## config.mk

```make
export PLATFORM = sky130hd
export DESIGN_NAME = reset_sequencer
export DESIGN_NICKNAME = d
export VERILOG_FILES = /design/src/rtl/rst_seq_pkg.sv /design/src/rtl/lock_filter.sv /design/src/rtl/reset_sequencer.sv
export SDC_FILE = /design/constraint.sdc
export NUM_CORES = 1
export LEC_CHECK = 0
export BUFFER_PORTS_ARGS = -buffer_cell sky130_fd_sc_hd__buf_2
export CAP_MARGIN = 15
export CORE_MARGIN = 1
export CORE_UTILIZATION = 40
export CTS_BUF_LIST = sky130_fd_sc_hd__clkbuf_8
export CTS_CLUSTER_SIZE = 10
export DETAILED_ROUTE_END_ITERATION = 16
export PLACE_DENSITY = 0.61
export SLEW_MARGIN = 10
export SYNTH_ARGS = -nofsm -noshare
export SYNTH_HDL_FRONTEND = slang
export SYNTH_HIERARCHICAL = 1
export SYNTH_SLANG_ARGS = --single-unit
```

## constraint.sdc

```tcl
create_clock -name clk -period 3.11 [get_ports clk]
set_input_delay 0.311 -clock clk [delete_from_list [all_inputs] [get_ports clk]]
set_output_delay 0.311 -clock clk [all_outputs]
set_load 0.05 [all_outputs]
```

## src/rtl/rst_seq_pkg.sv

```systemverilog
// Shared types and sizing helpers for the reset sequencer.
package rst_seq_pkg;

    typedef enum logic [2:0] {
        StIdle     = 3'd0,
        StPllReset = 3'd1,
        StWaitLock = 3'd2,
        StRelease  = 3'd3,
        StRun      = 3'd4,
        StFault    = 3'd5
    } rst_state_e;

    function automatic int unsigned cnt_width(int unsigned pll_cycles, int unsigned timeout,
                                              int unsigned gap);
        int unsigned m;
        m = pll_cycles;
        if (timeout > m) m = timeout;
        if (gap > m) m = gap;
        return $clog2(m + 1);
    endfunction

    // Must hold MAX_RETRIES+1, the value latched when the sequencer gives up.
    function automatic int unsigned retry_width(int unsigned max_retries);
        return $clog2(max_retries + 2);
    endfunction

endpackage

```

## src/rtl/lock_filter.sv

```systemverilog
// Lock bus synchroniser plus consecutive-cycle filter; locked_ok once all locks held LOCK_FILTER
// cycles.
module lock_filter #(
    parameter int unsigned NUM_LOCKS   = 2,
    parameter int unsigned LOCK_FILTER = 16
) (
    input  logic                 clk,
    input  logic                 rst,
    input  logic [NUM_LOCKS-1:0] lock_in,
    output logic [NUM_LOCKS-1:0] lock_sync,
    output logic                 locked_ok
);

    localparam int unsigned FiltW = $clog2(LOCK_FILTER + 1);
    localparam logic [FiltW-1:0] FiltMax = FiltW'(LOCK_FILTER);

    logic [NUM_LOCKS-1:0] meta_q;
    logic [NUM_LOCKS-1:0] sync_q;
    logic [FiltW-1:0]     filt_q;
    logic [FiltW-1:0]     filt_d;

    always_ff @(posedge clk) begin
        if (rst) begin
            meta_q <= '0;
            sync_q <= '0;
            filt_q <= '0;
        end else begin
            meta_q <= lock_in;
            sync_q <= meta_q;
            filt_q <= filt_d;
        end
    end

    always_comb begin
        filt_d = '0;
        if (&sync_q) begin
            filt_d = (filt_q == FiltMax) ? filt_q : filt_q + FiltW'(1);
        end
    end

    assign lock_sync = sync_q;
    assign locked_ok = (filt_q == FiltMax);

endmodule

```

## src/rtl/reset_sequencer.sv

```systemverilog
// PLL reset and ordered domain-reset release on the oscillator clock, with retry and fault latch.
// Optional lock-loss statistics are built when RESET_SEQ_LOCK_STATS_EN is defined.
module reset_sequencer
    import rst_seq_pkg::*;
#(
    parameter int unsigned NUM_LOCKS      = 2,
    parameter int unsigned NUM_RST        = 3,
    parameter int unsigned PLL_RST_CYCLES = 64,
    parameter int unsigned LOCK_FILTER    = 16,
    parameter int unsigned LOCK_TIMEOUT   = 1000000,
    parameter int unsigned RELEASE_GAP    = 256,
    parameter int unsigned MAX_RETRIES    = 3
) (
    input  logic                                  clk,
    input  logic                                  rst,
    input  logic                                  enable,
    input  logic [NUM_LOCKS-1:0]                  lock_in,
    output logic                                  pll_rst,
    output logic [NUM_RST-1:0]                    rst_out,
    output logic                                  ready,
    output logic                                  fault,
    output logic [retry_width(MAX_RETRIES)-1:0]   retry_cnt,
    output logic [2:0]                            state_o,
    output logic [15:0]                           lock_loss_cnt,
    output logic [NUM_LOCKS-1:0]                  lock_loss_sticky
);

    localparam int unsigned CntW   = cnt_width(PLL_RST_CYCLES, LOCK_TIMEOUT, RELEASE_GAP);
    localparam int unsigned RetryW = retry_width(MAX_RETRIES);
    localparam int unsigned IdxW   = (NUM_RST > 1) ? $clog2(NUM_RST) : 1;

    localparam logic [CntW-1:0]   PllLast     = CntW'(PLL_RST_CYCLES - 1);
    localparam logic [CntW-1:0]   TimeoutLast = CntW'(LOCK_TIMEOUT - 1);
    localparam logic [CntW-1:0]   GapLast     = CntW'(RELEASE_GAP - 1);
    localparam logic [IdxW-1:0]   RelLast     = IdxW'(NUM_RST - 1);
    localparam logic [RetryW-1:0] MaxRetry    = RetryW'(MAX_RETRIES);

    rst_state_e           state_q, state_d;
    logic [CntW-1:0]      cnt_q, cnt_d;
    logic [IdxW-1:0]      rel_idx_q, rel_idx_d;
    logic [RetryW-1:0]    retry_q, retry_d;
    logic                 pll_rst_q, pll_rst_d;
    logic [NUM_RST-1:0]   rst_out_q, rst_out_d;
    logic                 ready_q, ready_d;
    logic                 fault_q, fault_d;
    logic                 en_meta_q, en_sync_q;
    logic [NUM_LOCKS-1:0] lock_sync;
    logic                 locked_ok;
    logic                 lock_lost;

    lock_filter #(
        .NUM_LOCKS   (NUM_LOCKS),
        .LOCK_FILTER (LOCK_FILTER)
    ) u_lock_filter (
        .clk       (clk),
        .rst       (rst),
        .lock_in   (lock_in),
        .lock_sync (lock_sync),
        .locked_ok (locked_ok)
    );

    assign lock_lost = ~&lock_sync;

    always_ff @(posedge clk) begin
        if (rst) begin
            en_meta_q <= 1'b0;
            en_sync_q <= 1'b0;
            state_q   <= StIdle;
            cnt_q     <= '0;
            rel_idx_q <= '0;
            retry_q   <= '0;
            pll_rst_q <= 1'b1;
            rst_out_q <= '1;
            ready_q   <= 1'b0;
            fault_q   <= 1'b0;
        end else begin
            en_meta_q <= enable;
            en_sync_q <= en_meta_q;
            state_q   <= state_d;
            cnt_q     <= cnt_d;
            rel_idx_q <= rel_idx_d;
            retry_q   <= retry_d;
            pll_rst_q <= pll_rst_d;
            rst_out_q <= rst_out_d;
            ready_q   <= ready_d;
            fault_q   <= fault_d;
        end
    end

    always_comb begin
        state_d   = state_q;
        cnt_d     = (cnt_q == '1) ? cnt_q : cnt_q + CntW'(1);
        rel_idx_d = rel_idx_q;
        retry_d   = retry_q;
        // Losing enable beats lock loss and timeout in the same cycle.
        if (!en_sync_q) begin
            state_d = StIdle;
            retry_d = '0;
        end else begin
            unique case (state_q)
                StIdle:     state_d = StPllReset;
                StPllReset: if (cnt_q == PllLast) state_d = StWaitLock;
                StWaitLock: begin
                    if (locked_ok) begin
                        state_d = StRelease;
                    end else if (cnt_q == TimeoutLast) begin
                        retry_d = retry_q + RetryW'(1);
                        state_d = (retry_q >= MaxRetry) ? StFault : StPllReset;
                    end
                end
                StRelease: begin
                    if (lock_lost) begin
                        state_d = StPllReset;
                    end else if (rel_idx_q == RelLast) begin
                        state_d = StRun;
                    end else if (cnt_q == GapLast) begin
                        rel_idx_d = rel_idx_q + IdxW'(1);
                        cnt_d     = '0;
                    end
                end
                StRun:   if (lock_lost) state_d = StPllReset;
                StFault: state_d = StFault;
                default: state_d = StIdle;
            endcase
        end
        if (state_d != state_q) begin
            cnt_d     = '0;
            rel_idx_d = '0;
        end
    end

    // Outputs decode the next state so they register in step with state_q.
    always_comb begin
        pll_rst_d = !(state_d inside {StWaitLock, StRelease, StRun});
        ready_d   = (state_d == StRun);
        fault_d   = (state_d == StFault);
        rst_out_d = '1;
        if (state_d == StRun) begin
            rst_out_d = '0;
        end else if (state_d == StRelease) begin
            for (int i = 0; i < int'(NUM_RST); i++) begin
                rst_out_d[i] = (i > int'(rel_idx_d));
            end
        end
    end

    assign pll_rst   = pll_rst_q;
    assign rst_out   = rst_out_q;
    assign ready     = ready_q;
    assign fault     = fault_q;
    assign retry_cnt = retry_q;
    assign state_o   = state_q;

`ifdef RESET_SEQ_LOCK_STATS_EN
    logic [15:0]          loss_cnt_q;
    logic [NUM_LOCKS-1:0] sticky_q;
    logic                 loss_event;

    assign loss_event = en_sync_q && lock_lost && (state_q inside {StRelease, StRun});

    always_ff @(posedge clk) begin
        if (rst) begin
            loss_cnt_q <= '0;
            sticky_q   <= '0;
        end else if (loss_event) begin
            loss_cnt_q <= (loss_cnt_q == 16'hFFFF) ? loss_cnt_q : loss_cnt_q + 16'd1;
            sticky_q   <= sticky_q | ~lock_sync;
        end
    end

    assign lock_loss_cnt    = loss_cnt_q;
    assign lock_loss_sticky = sticky_q;
`else
    assign lock_loss_cnt    = '0;
    assign lock_loss_sticky = '0;
`endif

endmodule

```

Word level (Yosys, flattened, before mapping)

Index checks and enable logic that the tools add are counted.

$add $sub $neg: 4
Reductions and logical operators: 8
Order comparisons: 3
Eq/ne operators: 16
Bitwise logic cells: 3
Muxes and demuxes: 23

Operator list:

| kind                                                                                 | number |
|---|---|
| 20-bit two-way mux                                                                   | 6 |
| 20-bit equality test (second input constant)                                         | 2 |
| 3-bit two-way mux                                                                    | 10 |
| 20-bit by 1-bit adder with 20-bit output (second input constant)                     | 1 |
| 20-bit by 6-bit equality test with 1-bit output (second input constant)              | 1 |
| 20-bit by 8-bit equality test with 1-bit output (second input constant)              | 1 |
| 3-bit one-hot mux with 6 select lines                                                | 1 |
| 3-bit by 2-bit equality test with 1-bit output (second input constant)               | 4 |
| 3-bit equality test (second input constant)                                          | 4 |
| 2-bit two-way mux                                                                    | 6 |
| 2-bit OR reduction                                                                   | 3 |
| 5-bit by 1-bit adder with 5-bit output (second input constant)                       | 1 |
| 5-bit equality test (second input constant)                                          | 1 |
| 3-bit by 1-bit adder with 3-bit output (second input constant)                       | 1 |
| 3-bit by 1-bit equality test with 1-bit output (second input constant)               | 1 |
| 3-bit by 2-bit greater-or-equal comparator with 1-bit output (second input constant) | 1 |
| 3-bit logical NOT                                                                    | 1 |
| 3-bit inequality test                                                                | 1 |
| 1-bit inverter                                                                       | 3 |
| 3-bit AND reduction                                                                  | 1 |
| 3-bit nonzero test                                                                   | 1 |
| 2-bit by 1-bit adder with 2-bit output (second input constant)                       | 1 |
| 2-bit equality test (second input constant)                                          | 1 |
| 1-bit by 2-bit > comparator with 1-bit output (first input constant)                 | 1 |
| 3 further kinds                                                                      | 3 |

Bits of input ports: 5
Output and inout port bits: 30
Bits in registers: 45
Logic and storage cells: 70

Longest topological paths before layout

Gate-level depths: netlist of run 1.

Depth after elaboration: 11
Depth in mapped cells: 9
Depth with buffers taken out: 8

By module

The synthesis of run 1 kept the hierarchy.

By module, submodules not included:

| module          | area each (um2) | cells each | sequential area each (um2) | instances |
|---|---|---|---|---|
| reset_sequencer | 2169.6          | 239        | 720.7                      | 1 |
| lock_filter     | 341.6           | 32         | 180.2                      | 1 |

Worst setup path before layout of run 1

No wires, ideal clock.

Kind: register to register
Start: reg retry_q[0], in the netlist retry_cnt[0]
End: reg cnt_q[7]
Library setup time: 88 ps
Arrival time: 2597 ps
Slack: 426 ps
Path buffers: 1
Period minus slack after synthesis: 2684 ps
Cell stages (with the launch flop): 10
Data required time: 3022 ps
Cell sequence: dfxtp_1 -> ha_1 -> ha_1 -> a211oi_1 -> or4_1 -> o31a_1 -> o31a_1 -> o22a_2 -> buf_6 -> nor4_4

Word-level cells in the longest chain between the ends: 8

RTL lines:

| element                                                      | line                   | source |
|---|---|---|
| start, declared                                              | reset_sequencer.sv:41  | `logic [RetryW-1:0] retry_q, retry_d;` |
| start signal, assigned                                       | reset_sequencer.sv:82  | `retry_q <= retry_d;` |
| 3-bit by 2-bit greater-or-equal comparator with 1-bit output | reset_sequencer.sv:108 | `state_d = (retry_q >= MaxRetry) ? StFault : StPllReset;` |
| 3-bit two-way mux                                            | reset_sequencer.sv:108 |  |
| 3-bit two-way mux                                            | reset_sequencer.sv:106 | `end else if (cnt_q == TimeoutLast) begin` |
| 3-bit two-way mux                                            | reset_sequencer.sv:104 | `if (locked_ok) begin` |
| 3-bit one-hot mux with 6 select lines                        | reset_sequencer.sv:100 | `unique case (state_q)` |
| 3-bit two-way mux                                            | reset_sequencer.sv:96  | `if (!en_sync_q) begin` |
| 3-bit inequality test                                        | reset_sequencer.sv:126 | `if (state_d != state_q) begin` |
| 2-bit OR reduction (no line)                                 | n/a                    |  |
| end signal, assigned                                         | reset_sequencer.sv:80  | `cnt_q <= cnt_d;` |
| end, declared                                                | reset_sequencer.sv:39  | `logic [CntW-1:0] cnt_q, cnt_d;` |

No other way between the ends.
A chain may end at the register's enable or synchronous reset.

Final worst setup path of run 1

Start: reg u_lock_filter.filt_q[0]
End: reg cnt_q[18]

Word-level cells in the longest chain between the ends: 6

RTL lines:

| element                               | line                   | source |
|---|---|---|
| start, declared                       | lock_filter.sv:19      | `logic [FiltW-1:0] filt_q;` |
| start signal, assigned                | lock_filter.sv:30      | `filt_q <= filt_d;` |
| 5-bit equality test                   | lock_filter.sv:42      | `assign locked_ok = (filt_q == FiltMax);` |
| named net locked_ok                   | reset_sequencer.sv:48  | `logic locked_ok;` |
| 3-bit two-way mux                     | reset_sequencer.sv:104 |  |
| 3-bit one-hot mux with 6 select lines | reset_sequencer.sv:100 |  |
| 3-bit two-way mux                     | reset_sequencer.sv:96  |  |
| 3-bit inequality test                 | reset_sequencer.sv:126 |  |
| 2-bit OR reduction (no line)          | n/a                    |  |

The timed path passes the listed nets, and every way through them passes these cells.

==> results of run 1 <==
-- routing by layer --
layer  vias to the layer above  wire length [um]  global-route usage  part of all wire
met4                         0                21             0.05357            0.0042
met2                        32              2308              0.2571              0.46
met3                         2               137             0.03371             0.027
met5                         -                 0                   0                 0
li1                        977                 -                   -                 -
met1                       933              2526              0.2192              0.51
-- cell type report --
class                      count  area [um^2]
clock inverter                 3        25.02
inverter                      10        37.54
timing repair buffer          21        117.6
clock buffer                   5        68.82
fill                         610         3314
multi-input combinational    203         1433
tap                           75        93.84
sequential                    45        900.9
-- flip-flops by register name, indices dropped and copies added (netlist names) --
name	cells
fault	1
u_lock_filter/filt_q	5
rel_idx_q	2
en_sync_q	1
pll_rst	1
state_o	3
retry_cnt	3
cnt_q	20
ready	1
u_lock_filter/lock_sync	2
en_meta_q	1
rst_out	3
u_lock_filter/meta_q	2
-- cell usage in the layout (no fill, tap or decap), drive strengths merged, types with 2 or more instances in the layout --
cell      n
dfxtp    45
nor4     24
nor2     23
buf      21
nand3    19
conb     18
xnor2    13
inv      12
nand2    10
nand4     8
and3      7
nor2b     7
xor2      7
a21oi     6
ha        6
clkbuf    5
and4      4
o21ai     4
nor3      4
or3       3
mux2i     3
a31oi     3
nand2b    3
or2       3
o211ai    3
a211oi    2
a211o     2
nor3b     2
nand3b    2
o31a      2
a2111oi   2
-- cell families (layout without fill, tap and decap cells) --
| group | count (synthesis) | count (layout) | share of synthesized area |
|---|---|---|---|
| and+or+nand+nor | 124 | 124 | 0.3373 |
| buffers and inverters | 40 | 39 | 0.09616 |
| adders and majority gates | 6 | 6 | 0.02989 |
| other | 1 | 18 | 0.001493 |
| DFF | 45 | 45 | 0.3587 |
| muxes | 4 | 4 | 0.01644 |
| xor gates and xnor gates | 20 | 20 | 0.06976 |
| AOI/OAI and AO/OA | 31 | 31 | 0.09019 |
-- final timing paths --
check | slack (ps) | to | start
max | 270 | cnt_q[18]$_SDFF_PP0_ | u_lock_filter/filt_q[0]$_SDFFE_PP0P_
min | 210 | u_lock_filter/meta_q[1]$_SDFF_PP0_ | lock_in[1]
max reg2reg | 270 | cnt_q[18]$_SDFF_PP0_ | u_lock_filter/filt_q[0]$_SDFFE_PP0P_
min reg2reg | 450 | en_sync_q$_SDFF_PP0_ | en_meta_q$_SDFF_PP0_
-- stage by stage --
step	util	cell area, um^2	std cells
CTS	0.4467	2676	362
detailed placement	0.4311	2582	354
global placement	0.4311	2582	354
global route	0.4467	2676	362
finish	0.4467	2676	362
floorplan	-	2575	288
-- power groups by stage --
stage	Sequential [uW]	Clock (uW)	Combinational [uW]
global route	592	416	98.5
CTS	591	393	92.3
finish	591	379	92.3
floorplan	603	0	97.0
detailed placement	604	0	91.8
global placement	604	0	91.1
==> flow_metrics.tcl, run 1 <==
set metrics [dict create \
    status "finished, final reports clean" \
    min_period_ps 2839 \
    yosysSeqAreaShare 0.3587 \
    timing.fmax_mhz 352.3 \
    finalMaxSlewViolations 0 \
    setup_slack_ps 271.2 \
    worst_pin_slew_ps 728.6 \
    worst-setup-path-type "reg -> reg" \
    ios 35 \
    path_max_fanout 22 \
    antenna_cells 0 \
    vias_per_cell 5.370 \
    initial_utilization 0.4192 \
    htreeDepth 2 \
    core_mm2 0.005991 \
    critPathLaunchType "flip-flop" \
    path_clk_slew_ps 90 \
    fin_tns_setup_ps 0 \
    yosysUniqueCellTypes 52 \
    crit_slowest_cell "or4_1" \
    drc_errors 0 \
    wl_um 4994 \
    relSlewSlack 0.5098 \
    worst-path-buf-inv 1 \
    vias 1944 \
    post_synth.cell_area_avg_um2 9.266 \
    num_rows 28 \
    synth_commonest_cells "dfxtp_1 (45), nor2_1 (23), buf_4 (19), nand3_1 (19), nor4_2 (17)" \
    post-cts-setup-buffers 0 \
    ir_drop_mv 0.2539 \
    synth-edff-count 0 \
    postCtsResizedCells 0 \
    grt_pass1_vias 1796 \
    grt_max_degree 23 \
    cts_sinks 45 \
    cts_tree "yes" \
    cts_made_buffers 5 \
    dieWidth_um 81.24 \
    worstPathArrival_ps 3030 \
    wl_per_cell_um 13.80 \
    power.clock.fraction 0.357 \
    combPwrFrac 0.087 \
    synth_cells 271 \
    synth_ff_type "dfxtp_1" \
    synth_most_common_cell "dfxtp_1" \
    grt_setup_unrepaired "false" \
    track_usage 0.1627 \
    detail_route.iter0.violations 146 \
    rr_worst_depth 8 \
    intPower_uw 762.6 \
    min_period_over_period 0.9128 \
    cp.depth 8 \
    async_flop_share 0 \
    p_leak_uw 0.0009526 \
    cts_hold_buf 0 \
    ys_ff_latch 45 \
    port_buffers 16 \
    fin_nets 297 \
    hold_viol_final 0 \
    p_seq_frac 0.556 \
    cts_buffer_depth 2 \
    setup_violations 0 \
    cp_slowest_stage_delay_ps 510 \
    hpwlAfterDp_um 3597 \
    path_delay_family "compound AO/OA/AOI/OAI gates" \
    yosysTopAreaCell "dfxtp_1" \
    hp-class "in -> reg" \
    dp_slack_ps 265.8 \
    power_switching_uw 299.0 \
    first_pass_iters 4 \
    swShare 0.2816 \
    skew_ps 10.59 \
    timing.hold.ws_ps 211.9 \
    ys_warn_count 6 \
    gp_congestion 0.8205 \
    pwr_density_cell_mw_per_mm2 396.7 \
    hold_path_depth 2 \
    drive_gt1_frac 0.1951 \
    grt_pass1_wl_um 8259 \
    cp_cell_sequence "inv_1 > ha_1 > and4bb_4 > or4_1 > o31a_1 > o31a_1 > o22a_2 > a2111oi_1" \
    clk_latency_ps 300 \
    cpMostUsedCell "o31a_1" \
    grt-ovfl-total 0 \
    end_kind "flip-flop" \
    synth_top_area_frac 0.3587 \
    grt_antenna_before_repair 0 \
    power.total_uw 1062 \
    synth_area_leaders "dfxtp_1 (36%), nor4_2 (8.5%), buf_4 (5.7%), xnor2_1 (4.5%), nand3_1 (3.8%)" \
    synth_area_mm2 0.002511 \
    maxCapViolCount 0 \
    ant_nets 0 \
    clock-root-buffer "clkbuf_8" \
    die_h_um 81.24 \
    critPathRequiredTime_ps 3300 \
    die_area_mm2 0.006599 \
    area_growth_pct 6.577 \
]
(Power assumes the default switching activity.)
==> run 2: changes to the inputs <==
--- a/config.mk
+++ b/config.mk
@@ -5,8 +5,10 @@
 export SDC_FILE = /design/constraint.sdc
 export NUM_CORES = 1
 export LEC_CHECK = 0
+export ABC_AREA = 1
 export BUFFER_PORTS_ARGS = -buffer_cell sky130_fd_sc_hd__buf_2
 export CAP_MARGIN = 15
+export CORE_ASPECT_RATIO = 0.75
 export CORE_MARGIN = 1
 export CORE_UTILIZATION = 40
 export CTS_BUF_LIST = sky130_fd_sc_hd__clkbuf_8
==> run 2 against run 1 <==
Compared with the run above:
- first-iteration DRC count decreased by 16%
- final cell count increased by 24%
- design area increased by 0.61%
- global-route usage decreased by 0.58 points
- sequential power about the same
- critical path depth increased by 5
- largest power group unchanged
==> flow_metrics.tcl, run 2 <==
set metrics [dict create \
    status "finished, final reports clean" \
    cp_cell_sequence "ha_1 > nand3_2 > nor2_4 > nand3_2 > a21oi_2 > nand2_2 > nand2_2 > nand2_1 > nand2_1 > nand2_1 > nor2_4 > nand2_2 > nor3_1" \
    track_usage 0.1569 \
    fin_util 0.4529 \
    fin_nets 381 \
    setup_violations 0 \
    synth_commonest_cells "nand2_1 (59), nor2_1 (50), inv_1 (48)" \
    cts_made_buffers 5 \
    ios 35 \
    critPathLaunchType "flip-flop" \
    path_clk_slew_ps 90 \
    r2r-start "cnt_q[0]$_SDFF_PP0_" \
    htreeDepth 2 \
    port_buffers 16 \
    wl_per_cell_um 10.56 \
    hp-start "lock_in[0]" \
    rr_worst_depth 13 \
    cts_hold_buf 0 \
    ys_warn_count 6 \
    end_kind "flip-flop" \
    yosysTopAreaCell "dfxtp_1" \
    antenna_cells 0 \
    worstPathArrival_ps 2570 \
    synth_area_leaders "dfxtp_1 (36%), nand2_1 (8.8%), nor2_1 (7.4%), inv_1 (7.1%), buf_4 (5.4%)" \
    synth-edff-count 0 \
    min_period_over_period 0.7563 \
    fin_tns_setup_ps 0 \
    hold_path_depth 3 \
    ff2ff_setup_slack_ps 760 \
    worst-setup-path-type "reg -> reg" \
    synth_area_mm2 0.002521 \
    crit_slowest_cell "dfxtp_1" \
    vias_per_cell 4.653 \
    pwr_density_cell_mw_per_mm2 392.5 \
    r2r-end "cnt_q[7]$_SDFF_PP0_" \
    skew_ps 10.32 \
    first_pass_iters 4 \
    p_leak_uw 0.001130 \
    synth_ff_type "dfxtp_1" \
    ys_ff_latch 45 \
    grt-ovfl-total 0 \
    relSlewSlack 0.6122 \
    yosysUniqueCellTypes 30 \
    worst-path-buf-inv 0 \
    gp_congestion 0.8515 \
    dieWidth_um 93.67 \
    hold_viol_final 0 \
    post_synth.cell_area_avg_um2 7.162 \
    ir_drop_mv 0.2446 \
    finalMaxSlewViolations 0 \
    layout.cells.most_common "nand2_1" \
    yosysSeqAreaShare 0.3573 \
    clock-root-buffer "clkbuf_8" \
    cts_buffer_depth 2 \
    startpoint "cnt_q[0]$_SDFF_PP0_" \
    maxCapViolCount 0 \
    ant_nets 0 \
    critPathRequiredTime_ps 3330 \
    synth_top_area_frac 0.3573 \
    cts_sinks 45 \
    initial_utilization 0.4240 \
    hp-class "in -> reg" \
    cp_slowest_stage_delay_ps 380 \
    drc_errors 0 \
    synth_most_common_cell "nand2_1" \
    hpwlAfterDp_um 3610 \
    async_flop_share 0 \
    timing.fmax_mhz 425.1 \
    hold_path_end "u_lock_filter/meta_q[0]$_SDFF_PP0_" \
    worst_pin_slew_ps 579.6 \
    min_period_ps 2352 \
    die_area_mm2 0.006628 \
    path_delay_family "simple AND/OR/NAND/NOR gates" \
    die_h_um 70.76 \
    clk_latency_ps 300 \
    top_register "cnt_q" \
    grt_pass1_vias 1765 \
    num_rows 24 \
    synth_cells 352 \
    wl_um 4742 \
    layout_common_cells "nand2_1 (59), nor2_1 (50), inv_1 (48), dfxtp_1 (45), nand3_1 (27)" \
    grt_setup_unrepaired "false" \
    postCtsResizedCells 0 \
    cts_tree "yes" \
    core_mm2 0.005946 \
    path_max_fanout 22 \
    grt_antenna_before_repair 0 \
    reg.largest.list "cnt_q x20, u_lock_filter/filt_q x5" \
    post-cts-setup-buffers 0 \
    vias 2089 \
    largest_register_ffs 20 \
    grt_max_degree 23 \
    grt_pass1_wl_um 8217 \
    drive_gt1_frac 0.1617 \
    timing.hold.ws_ps 208.7 \
    area_growth_pct 6.799 \
    detail_route.iter0.violations 122 \
]
[run 2: changes by cell type after synthesis, moves of 8 or more]
cell / change
inv_1: +38
nand3_1: +8
nand2_1: +49
nor4_2: -17
xnor2_1: -11
a21oi_2: +10
nor2_1: +27
o21ai_0: +8
[run 2: where the power goes]
group	leakage [uW]	switching, uW	internal, uW
combinational	0.000714	71.6	10.7
clock	0.0000512	205	180
sequential	0.000364	6.43	583
total	0.00113	283	774
[run 2: metal layers]
metal | wire length (um) | GRT usage | share of wire
met5 | 0 | 0 | 0
met4 | 29 | 0.04615 | 0.0061
met3 | 152 | 0.03548 | 0.032
met2 | 1882 | 0.2124 | 0.40
met1 | 2678 | 0.2432 | 0.56
[run 2: area by class of cell]
class | instances | area [um^2]
fillers | 618 | 3253
multi-input cells | 251 | 1326
flip-flops and latches | 45 | 900.9
inverters | 51 | 191.4
well taps | 78 | 97.59
clock buffers | 6 | 82.58
repair buffers | 16 | 80.08
clock inverters | 2 | 13.76
[run 2: worst max-delay path by stage]
| stage | to | cells after the start |
|---|---|---|
| after detailed placement | cnt_q[3]$_SDFF_PP0_ | 13 |
| after global placement | cnt_q[3]$_SDFF_PP0_ | 12 |
| final | cnt_q[7]$_SDFF_PP0_ | 13 |
| after CTS | cnt_q[3]$_SDFF_PP0_ | 13 |
| after global routing | cnt_q[7]$_SDFF_PP0_ | 13 |
| after floorplan | cnt_q[1]$_SDFF_PP0_ | 12 |
[run 2: per-stage QoR]
| stage | instances | setup WS, ps | power (uW) | cell area (um^2) |
|---|---|---|---|---|
| detailed placement | 441 | 765.3 | 685.2 | 2596 |
| CTS | 449 | 736.7 | 1070 | 2693 |
| global route | 449 | 488.3 | 1104 | 2693 |
| finish | 449 | 757.8 | 1057 | 2693 |
| global placement | 441 | 803.5 | 684.3 | 2596 |
| floorplan | 369 | 1040 | 696.7 | 2585 |
[run 2: cells by family (layout without fill, tap and decap cells)]
logic type                 after synthesis  count (layout)  synth area share
other                                    1              18          0.001487
DFF                                     45              45            0.3573
xor gates and xnor gates                12              12           0.04169
buffers and inverters                   73              75            0.1419
adders and majority gates                6               6           0.02978
AOI/OAI and AO/OA                       38              38           0.09281
and+or+nand+nor                        177             177            0.3350
[run 2: worst register-to-register path, stage by stage (launching register included)]
cell and delay (ps):
dfxtp_1 380, ha_1 250, nand3_2 150, nor2_4 180
nand3_2 110, a21oi_2 140, nand2_2 90, nand2_2 90
nand2_1 60, nand2_1 50, nand2_1 80, nor2_4 110
nand2_2 330, nor3_1 240
